===== src/rtl/add_sub_pkg.sv =====
// Shared constants and helpers for the pipelined carry-select adder/subtractor.
package add_sub_pkg;

  typedef enum logic {
    OP_ADD = 1'b0,
    OP_SUB = 1'b1
  } op_e;

  function automatic logic [63:0] sat_max(input int width);
    return (64'd1 << (width - 1)) - 64'd1;
  endfunction

  function automatic logic [63:0] sat_min(input int width);
    return 64'd1 << (width - 1);
  endfunction

  function automatic bit params_ok(input int dw, input int bw, input int st);
    if (dw < 1 || bw < 1 || st < 1) return 1'b0;
    if (dw % (st * bw) != 0) return 1'b0;
    return st <= dw / bw;
  endfunction

endpackage


===== src/rtl/csel_slice.sv =====
// One carry-select slice: two ripple adders (cin 0 and 1) and a late select on the real carry.
module csel_slice
  import add_sub_pkg::*;
#(
  parameter int W = 2
) (
  input  logic [W-1:0] a,
  input  logic [W-1:0] b,
  input  logic         cin_sel,
  output logic [W-1:0] sum,
  output logic         cout
);

  logic [W:0]   c0, c1;
  logic [W-1:0] s0, s1;

  always_comb begin
    c0    = '0;
    c1    = '0;
    s0    = '0;
    s1    = '0;
    c1[0] = 1'b1;
    for (int i = 0; i < W; i++) begin
      s0[i]   = a[i] ^ b[i] ^ c0[i];
      c0[i+1] = (a[i] & b[i]) | (c0[i] & (a[i] ^ b[i]));
      s1[i]   = a[i] ^ b[i] ^ c1[i];
      c1[i+1] = (a[i] & b[i]) | (c1[i] & (a[i] ^ b[i]));
    end
  end

  assign sum  = cin_sel ? s1 : s0;
  assign cout = cin_sel ? c1[W] : c0[W];

endmodule


===== src/rtl/pipelined_add_sub.sv =====
// Pipelined carry-select add/sub: stage k resolves bit group k, upper operand bits ride along
// as skew, and each stage carries a registered group carry into the next.
module pipelined_add_sub
  import add_sub_pkg::*;
#(
  parameter int DATA_WIDTH  = 16,
  parameter int BLOCK_WIDTH = 2,
  parameter int STAGES      = 2,
  parameter int SATURATE    = 0
) (
  input  logic                  clk,
  input  logic                  rst_n,
  input  logic                  in_valid,
  output logic                  in_ready,
  input  logic                  op,
  input  logic [DATA_WIDTH-1:0] a,
  input  logic [DATA_WIDTH-1:0] b,
  output logic                  out_valid,
  input  logic                  out_ready,
  output logic [DATA_WIDTH-1:0] result,
  output logic                  overflow,
  output logic                  carry_out
);

  localparam int GW = DATA_WIDTH / STAGES;
  localparam int NS = GW / BLOCK_WIDTH;
  localparam int L  = STAGES - 1;

  if (!params_ok(DATA_WIDTH, BLOCK_WIDTH, STAGES)) begin : g_param_err
    $error("pipelined_add_sub: illegal DATA_WIDTH/BLOCK_WIDTH/STAGES combination");
  end

  logic [DATA_WIDTH-1:0] b_cond;
  logic [STAGES-1:0]     vld, stage_en;
  logic                  en_acc;

  assign b_cond = (op == OP_SUB) ? ~b : b;

  // A stage may load when it or any stage downstream of it has room.
  always_comb begin
    stage_en = '0;
    en_acc   = 1'b0;
    for (int k = 0; k < STAGES; k++) begin
      en_acc = out_ready;
      for (int j = k; j < STAGES; j++) en_acc = en_acc | ~vld[j];
      stage_en[k] = en_acc;
    end
  end

  assign in_ready = stage_en[0];

  for (genvar k = 0; k < STAGES; k++) begin : g_stg
    localparam int LO = k * GW;

    logic [GW-1:0]         ga, gb, gsum;
    logic                  gcin, gcout, vin, sa_in, sb_in;
    logic [DATA_WIDTH-1:0] res_in, res_q, res_d;
    logic                  vld_q, vld_d, c_q, c_d, sa_q, sa_d, sb_q, sb_d;

    if (k == 0) begin : g_src
      assign ga     = a[GW-1:0];
      assign gb     = b_cond[GW-1:0];
      assign gcin   = op;
      assign vin    = in_valid;
      assign sa_in  = a[DATA_WIDTH-1];
      assign sb_in  = b_cond[DATA_WIDTH-1];
      assign res_in = '0;
    end else begin : g_src
      assign ga     = g_stg[k-1].g_rem.a_rem_q[GW-1:0];
      assign gb     = g_stg[k-1].g_rem.b_rem_q[GW-1:0];
      assign gcin   = g_stg[k-1].c_q;
      assign vin    = g_stg[k-1].vld_q;
      assign sa_in  = g_stg[k-1].sa_q;
      assign sb_in  = g_stg[k-1].sb_q;
      assign res_in = g_stg[k-1].res_q;
    end

    for (genvar j = 0; j < NS; j++) begin : g_sl
      logic ci, co;
      if (j == 0) begin : g_ci
        assign ci = gcin;
      end else begin : g_ci
        assign ci = g_sl[j-1].co;
      end
      csel_slice #(.W(BLOCK_WIDTH)) u_slice (
        .a      (ga[j*BLOCK_WIDTH +: BLOCK_WIDTH]),
        .b      (gb[j*BLOCK_WIDTH +: BLOCK_WIDTH]),
        .cin_sel(ci),
        .sum    (gsum[j*BLOCK_WIDTH +: BLOCK_WIDTH]),
        .cout   (co)
      );
    end
    assign gcout = g_sl[NS-1].co;

    // Unprocessed upper operand bits, right-aligned so the next group is always at bit 0.
    if (k < STAGES - 1) begin : g_rem
      localparam int REM = DATA_WIDTH - (k + 1) * GW;
      logic [REM-1:0] a_src, b_src, a_rem_q, a_rem_d, b_rem_q, b_rem_d;

      if (k == 0) begin : g_src
        assign a_src = a[DATA_WIDTH-1:GW];
        assign b_src = b_cond[DATA_WIDTH-1:GW];
      end else begin : g_src
        assign a_src = g_stg[k-1].g_rem.a_rem_q[REM+GW-1:GW];
        assign b_src = g_stg[k-1].g_rem.b_rem_q[REM+GW-1:GW];
      end

      always_comb begin
        a_rem_d = a_rem_q;
        b_rem_d = b_rem_q;
        if (stage_en[k]) begin
          a_rem_d = a_src;
          b_rem_d = b_src;
        end
      end

      always_ff @(posedge clk or negedge rst_n) begin
        if (!rst_n) begin
          a_rem_q <= '0;
          b_rem_q <= '0;
        end else begin
          a_rem_q <= a_rem_d;
          b_rem_q <= b_rem_d;
        end
      end
    end

    always_comb begin
      vld_d = vld_q;
      c_d   = c_q;
      sa_d  = sa_q;
      sb_d  = sb_q;
      res_d = res_q;
      if (stage_en[k]) begin
        vld_d           = vin;
        c_d             = gcout;
        sa_d            = sa_in;
        sb_d            = sb_in;
        res_d           = res_in;
        res_d[LO +: GW] = gsum;
      end
    end

    always_ff @(posedge clk or negedge rst_n) begin
      if (!rst_n) begin
        vld_q <= 1'b0;
        c_q   <= 1'b0;
        sa_q  <= 1'b0;
        sb_q  <= 1'b0;
        res_q <= '0;
      end else begin
        vld_q <= vld_d;
        c_q   <= c_d;
        sa_q  <= sa_d;
        sb_q  <= sb_d;
        res_q <= res_d;
      end
    end

    assign vld[k] = vld_q;
  end

  logic [DATA_WIDTH-1:0] raw;
  logic                  sa_o, sb_o;

  assign raw       = g_stg[L].res_q;
  assign sa_o      = g_stg[L].sa_q;
  assign sb_o      = g_stg[L].sb_q;
  assign out_valid = vld[L];
  assign carry_out = g_stg[L].c_q;

  // Outputs decode purely from the last stage registers, so they hold while stalled.
  always_comb begin
    overflow = (sa_o == sb_o) && (raw[DATA_WIDTH-1] != sa_o);
    result   = raw;
    if (SATURATE != 0 && overflow)
      result = sa_o ? DATA_WIDTH'(sat_min(DATA_WIDTH)) : DATA_WIDTH'(sat_max(DATA_WIDTH));
  end

endmodule


===== config.mk =====
export PLATFORM = sky130hd
export DESIGN_NAME = pipelined_add_sub
export DESIGN_NICKNAME = d
export VERILOG_FILES = /design/src/rtl/add_sub_pkg.sv /design/src/rtl/csel_slice.sv /design/src/rtl/pipelined_add_sub.sv
export SDC_FILE = /design/constraint.sdc
export NUM_CORES = 1
export LEC_CHECK = 0
export CORE_MARGIN = 2
export CORE_UTILIZATION = 51
export DETAILED_ROUTE_END_ITERATION = 8
export PLACE_DENSITY = 0.8
export SYNTH_ARGS = -nofsm -noshare
export SYNTH_HDL_FRONTEND = slang
export SYNTH_HIERARCHICAL = 1
export SYNTH_SLANG_ARGS = --single-unit

===== constraint.sdc =====
create_clock -name clk -period 4.47 [get_ports clk]
set_input_delay 0.447 -clock clk [delete_from_list [all_inputs] [get_ports clk]]
set_output_delay 0.447 -clock clk [all_outputs]
set_load 0.01 [all_outputs]

==> results by group <==
Run status
  • Status: completed

Timing
  • Max-slew headroom: 0.301
  • Clk_skew: between 3 and 4 ps
  • Hold WS: between 300 and 400 ps
  • Worst setup margin: between 600 and 700 ps
  • RSZ-0062 raised after global routing: no
  • Period utilization: 0.847
  • Endpoints failing hold: 0
  • Max frequency: between 200 and 300 MHz
  • Least-Margin Pin Slew: about 1000 ps
  • Final min period: 3790 ps
  • Final Slew Violations: 0
  • Setup violators final: 0
  • Setup TNS: 0 ps

Critical path
  • Critical path type: input pin to flop
  • Flop2flop setup slack: around 1100 ps
  • R2r startpoint: g_stg[0].g_rem.a_rem_q[0]
  • Startpoint Class: input pin
  • CP Max Fanout: 17
  • CP delay by family, top: adder cells
  • Reg2reg path depth: 16
  • Worst Setup EP: g_stg[0].res_q[7]
  • Slowest stage cell, crit path: clkdlybuf4s50_1
  • WP data required: 4660 ps
  • Max incr delay on CP: around 500 ps
  • Crit. Startpoint: op
  • Critical path depth in cells: 16
  • CP endpoint kind: flop
  • Critical path, cell by cell: clkdlybuf4s50_1, buf_4, xor2_1, inv_1, fa_1, inv_1, mux2i_1, fa_1, inv_1, mux2i_1, fa_1, inv_1, mux2i_1, fa_1, inv_1, mux2_2
  • Buf/Inv on CP: 7
  • CP dominant cell by count: inv_1
  • Critical path arrival: between 3000 and 4000 ps
  • RR Endpoint: result[15]

Clock tree
  • H-tree levels: 2
  • Clock-pin transition on the worst setup and hold timing paths: roughly 80 ps
  • Clk buf depth: 2
  • Total setup buffers inserted after CTS: 0
  • Root buf cell: clkbuf_8
  • CTS resizes: 0
  • CTS Sinks: 46
  • Total clock buffers created by CTS: 5
  • Later-pin clock latency in the skew report: roughly 300 ps
  • Hold_buf cts: 0
  • CTS tree: built

Floorplan
  • Core area: between 5000 and 6000 µm²
  • Die Area: 5840 µm²
  • DIE WIDTH: between 70 and 80 µm
  • Initial Utilization: 0.527
  • Die H: around 76 µm
  • Core Rows: 26
  • Top Ports: 57

Yosys
  • Area contributors post-synth: dfrtp_1 (43%), mux2_2 (11%), mux2_4 (10%), inv_1 (7.9%), xor2_1 (7.9%)
  • Synth Net Count: roughly 280
  • EDFF count, synth: 0
  • Ys flop type: dfrtp_1
  • Seq/Total Area, Yosys: 0.431
  • Synth Instances: 216
  • Syn. warnings: 6
  • Top-count cell post-synth: inv_1
  • Cell Area, Synth: around 2700 µm²
  • Post-synth top area share: 0.431
  • Syn_area_per_cell: around 12 µm²
  • Most frequent cells after synthesis: inv_1 (56), dfrtp_1 (46), mux2_2 (25)
  • Top cell type by total area after synthesis: dfrtp_1
  • Async SR Flop Fraction: 1.00
  • Post-synth cell types: 16
  • Register bit count reported by yosys: 46

Pwr
  • P_int: about 0.0010 W
  • Net load switching power: just over 0.0004 W
  • Flop pwr share: 0.421
  • Comb power frac: 0.367
  • Power per Cell Area: between 400 and 500 nW/µm²
  • Switching fraction of total power: 0.285
  • Leakage: 1.71 nW
  • Clock power share: 0.211
  • Max VDD drop: between 200 and 250 µV

Final layout
  • Fillers: between 400 and 500
  • Util after Layout: 0.667
  • Layout cells sized above 1: 0.196
  • Nets: ~340
  • Area delta synth->final: 26.6%
  • Ant. Diodes: 0

Drt
  • ANT nets after route: 0
  • DR iter-0 viols: 63
  • # DRC: 0
  • Drt total wl: roughly 4400 µm
  • Vias per inst: approximately 4.6
  • Pre-antenna DRT Iters: 4
  • Via count: between 1500 and 2000
  • Wire per inst: approximately 13 µm

GRT
  • Total track usage: 0.164
  • Initial antenna violation count: 0
  • Grt ovf: 0
  • Vias in the first global route: ~1600
  • Largest net degree at the start of global routing: 47
  • First-pass GRT wire length: 7490 µm

Flow run
  • Max Cap Viol: 0

Placement
  • DP Worst Slack: roughly 360 ps
  • Post-detail-place hpwl: around 3200 µm
  • Gp weighted congestion: approximately 0.72
  • Port bufs: 56

Worst hold path
  • Worst hold path class: input pin to asynchronous set/reset pin
==> sequential cells by signal (all words and copies together) (netlist names) <==
| name | flops |
|---|---|
| g_stg.c_q | 1 |
| result | 16 |
| out_valid | 1 |
| g_stg.sb_q | 1 |
| g_stg.g_rem.a_rem_q | 8 |
| g_stg.sa_q | 1 |
| g_stg.vld_q | 1 |
| g_stg.res_q | 8 |
| carry_out | 1 |
| g_stg.g_rem.b_rem_q | 8 |
==> layout make-up <==
cell class	count	area, µm²	area share
clock buffer	5	68.8	0.0203
inverter	56	210	0.0621
tap	70	87.6	0.0259
sequential	46	1150	0.340
clock inverter	3	40.0	0.0118
timing repair buffer	58	571	0.169
multi-input combinational	107	1260	0.371
==> cells by family (layout without fill, tap and decap cells) <==
logic type      Yosys count  after routing  share of synthesized area
flops                    46             46                      0.431
compound gates            1              1                    0.00234
xor+xnor                 24             24                     0.0787
fa+ha+maj                24             24                      0.135
simple gates              6              6                     0.0136
buf+inv                  63            122                     0.0992
mux                      52             52                      0.241
==> metrics by stage <==
| step | total power, W | instances | area, µm² |
|---|---|---|---|
| 2_1_floorplan | 0.000904 | 216 | 2670 |
| 3_3_place_gp | 0.00112 | 337 | 3280 |
| 3_5_place_dp | 0.00115 | 337 | 3280 |
| 4_1_cts | 0.00146 | 345 | 3380 |
| 5_1_grt | 0.00153 | 345 | 3380 |
| 6_report | 0.00144 | 345 | 3380 |
==> worst min-delay path by stage <==
stage                                 to            from  depth (start not counted)  slack, ps
2_1_floorplan                  carry_out           rst_n                          0        150
3_3_place_gp                   out_valid  g_stg[0].vld_q                          1        440
3_5_place_dp                   out_valid  g_stg[0].vld_q                          1        440
4_1_cts                       result[10]           rst_n                          1        350
5_1_grt        g_stg[0].g_rem.a_rem_q[4]           rst_n                          1        400
6_report       g_stg[0].g_rem.a_rem_q[3]           rst_n                          1        300
==> power groups by stage <==
stage | sequential, W | combinational (W) | clock [W]
2_1_floorplan | 0.000631 | 0.000272 | 0
3_3_place_gp | 0.000608 | 0.000517 | 0
3_5_place_dp | 0.000614 | 0.000534 | 0
4_1_cts | 0.000608 | 0.000536 | 0.000317
5_1_grt | 0.000623 | 0.000574 | 0.000335
6_report | 0.000605 | 0.000528 | 0.000304
==> routing by layer <==
| metal | global-route usage | vias up | wire [µm] |
|---|---|---|---|
| met3 | 0.0355 | 6 | 201 |
| met1 | 0.234 | 762 | 2110 |
| met5 | 0 | - | 0 |
| met4 | 0.0600 | 0 | 61 |
| met2 | 0.246 | 43 | 2040 |
| li1 | - | 766 | - |
==> placed cells by master (no fill, tap or decap) <==
| cell | instances |
|---|---|
| xor2_1 | 24 |
| mux2_2 | 25 |
| ha_1 | 16 |
| clkinv_2 | 2 |
| fa_1 | 8 |
| mux2_4 | 18 |
| inv_1 | 56 |
| mux2i_1 | 8 |
| clkbuf_8 | 5 |
| o22ai_1 | 1 |
| buf_4 | 2 |
| nand2b_1 | 4 |
| nand2_1 | 1 |
| clkdlybuf4s50_1 | 55 |
| dfrtp_1 | 46 |
| nand3b_1 | 1 |
| bufinv_16 | 1 |
| buf_2 | 1 |
| mux2_1 | 1 |
(Power assumes the default switching activity.)
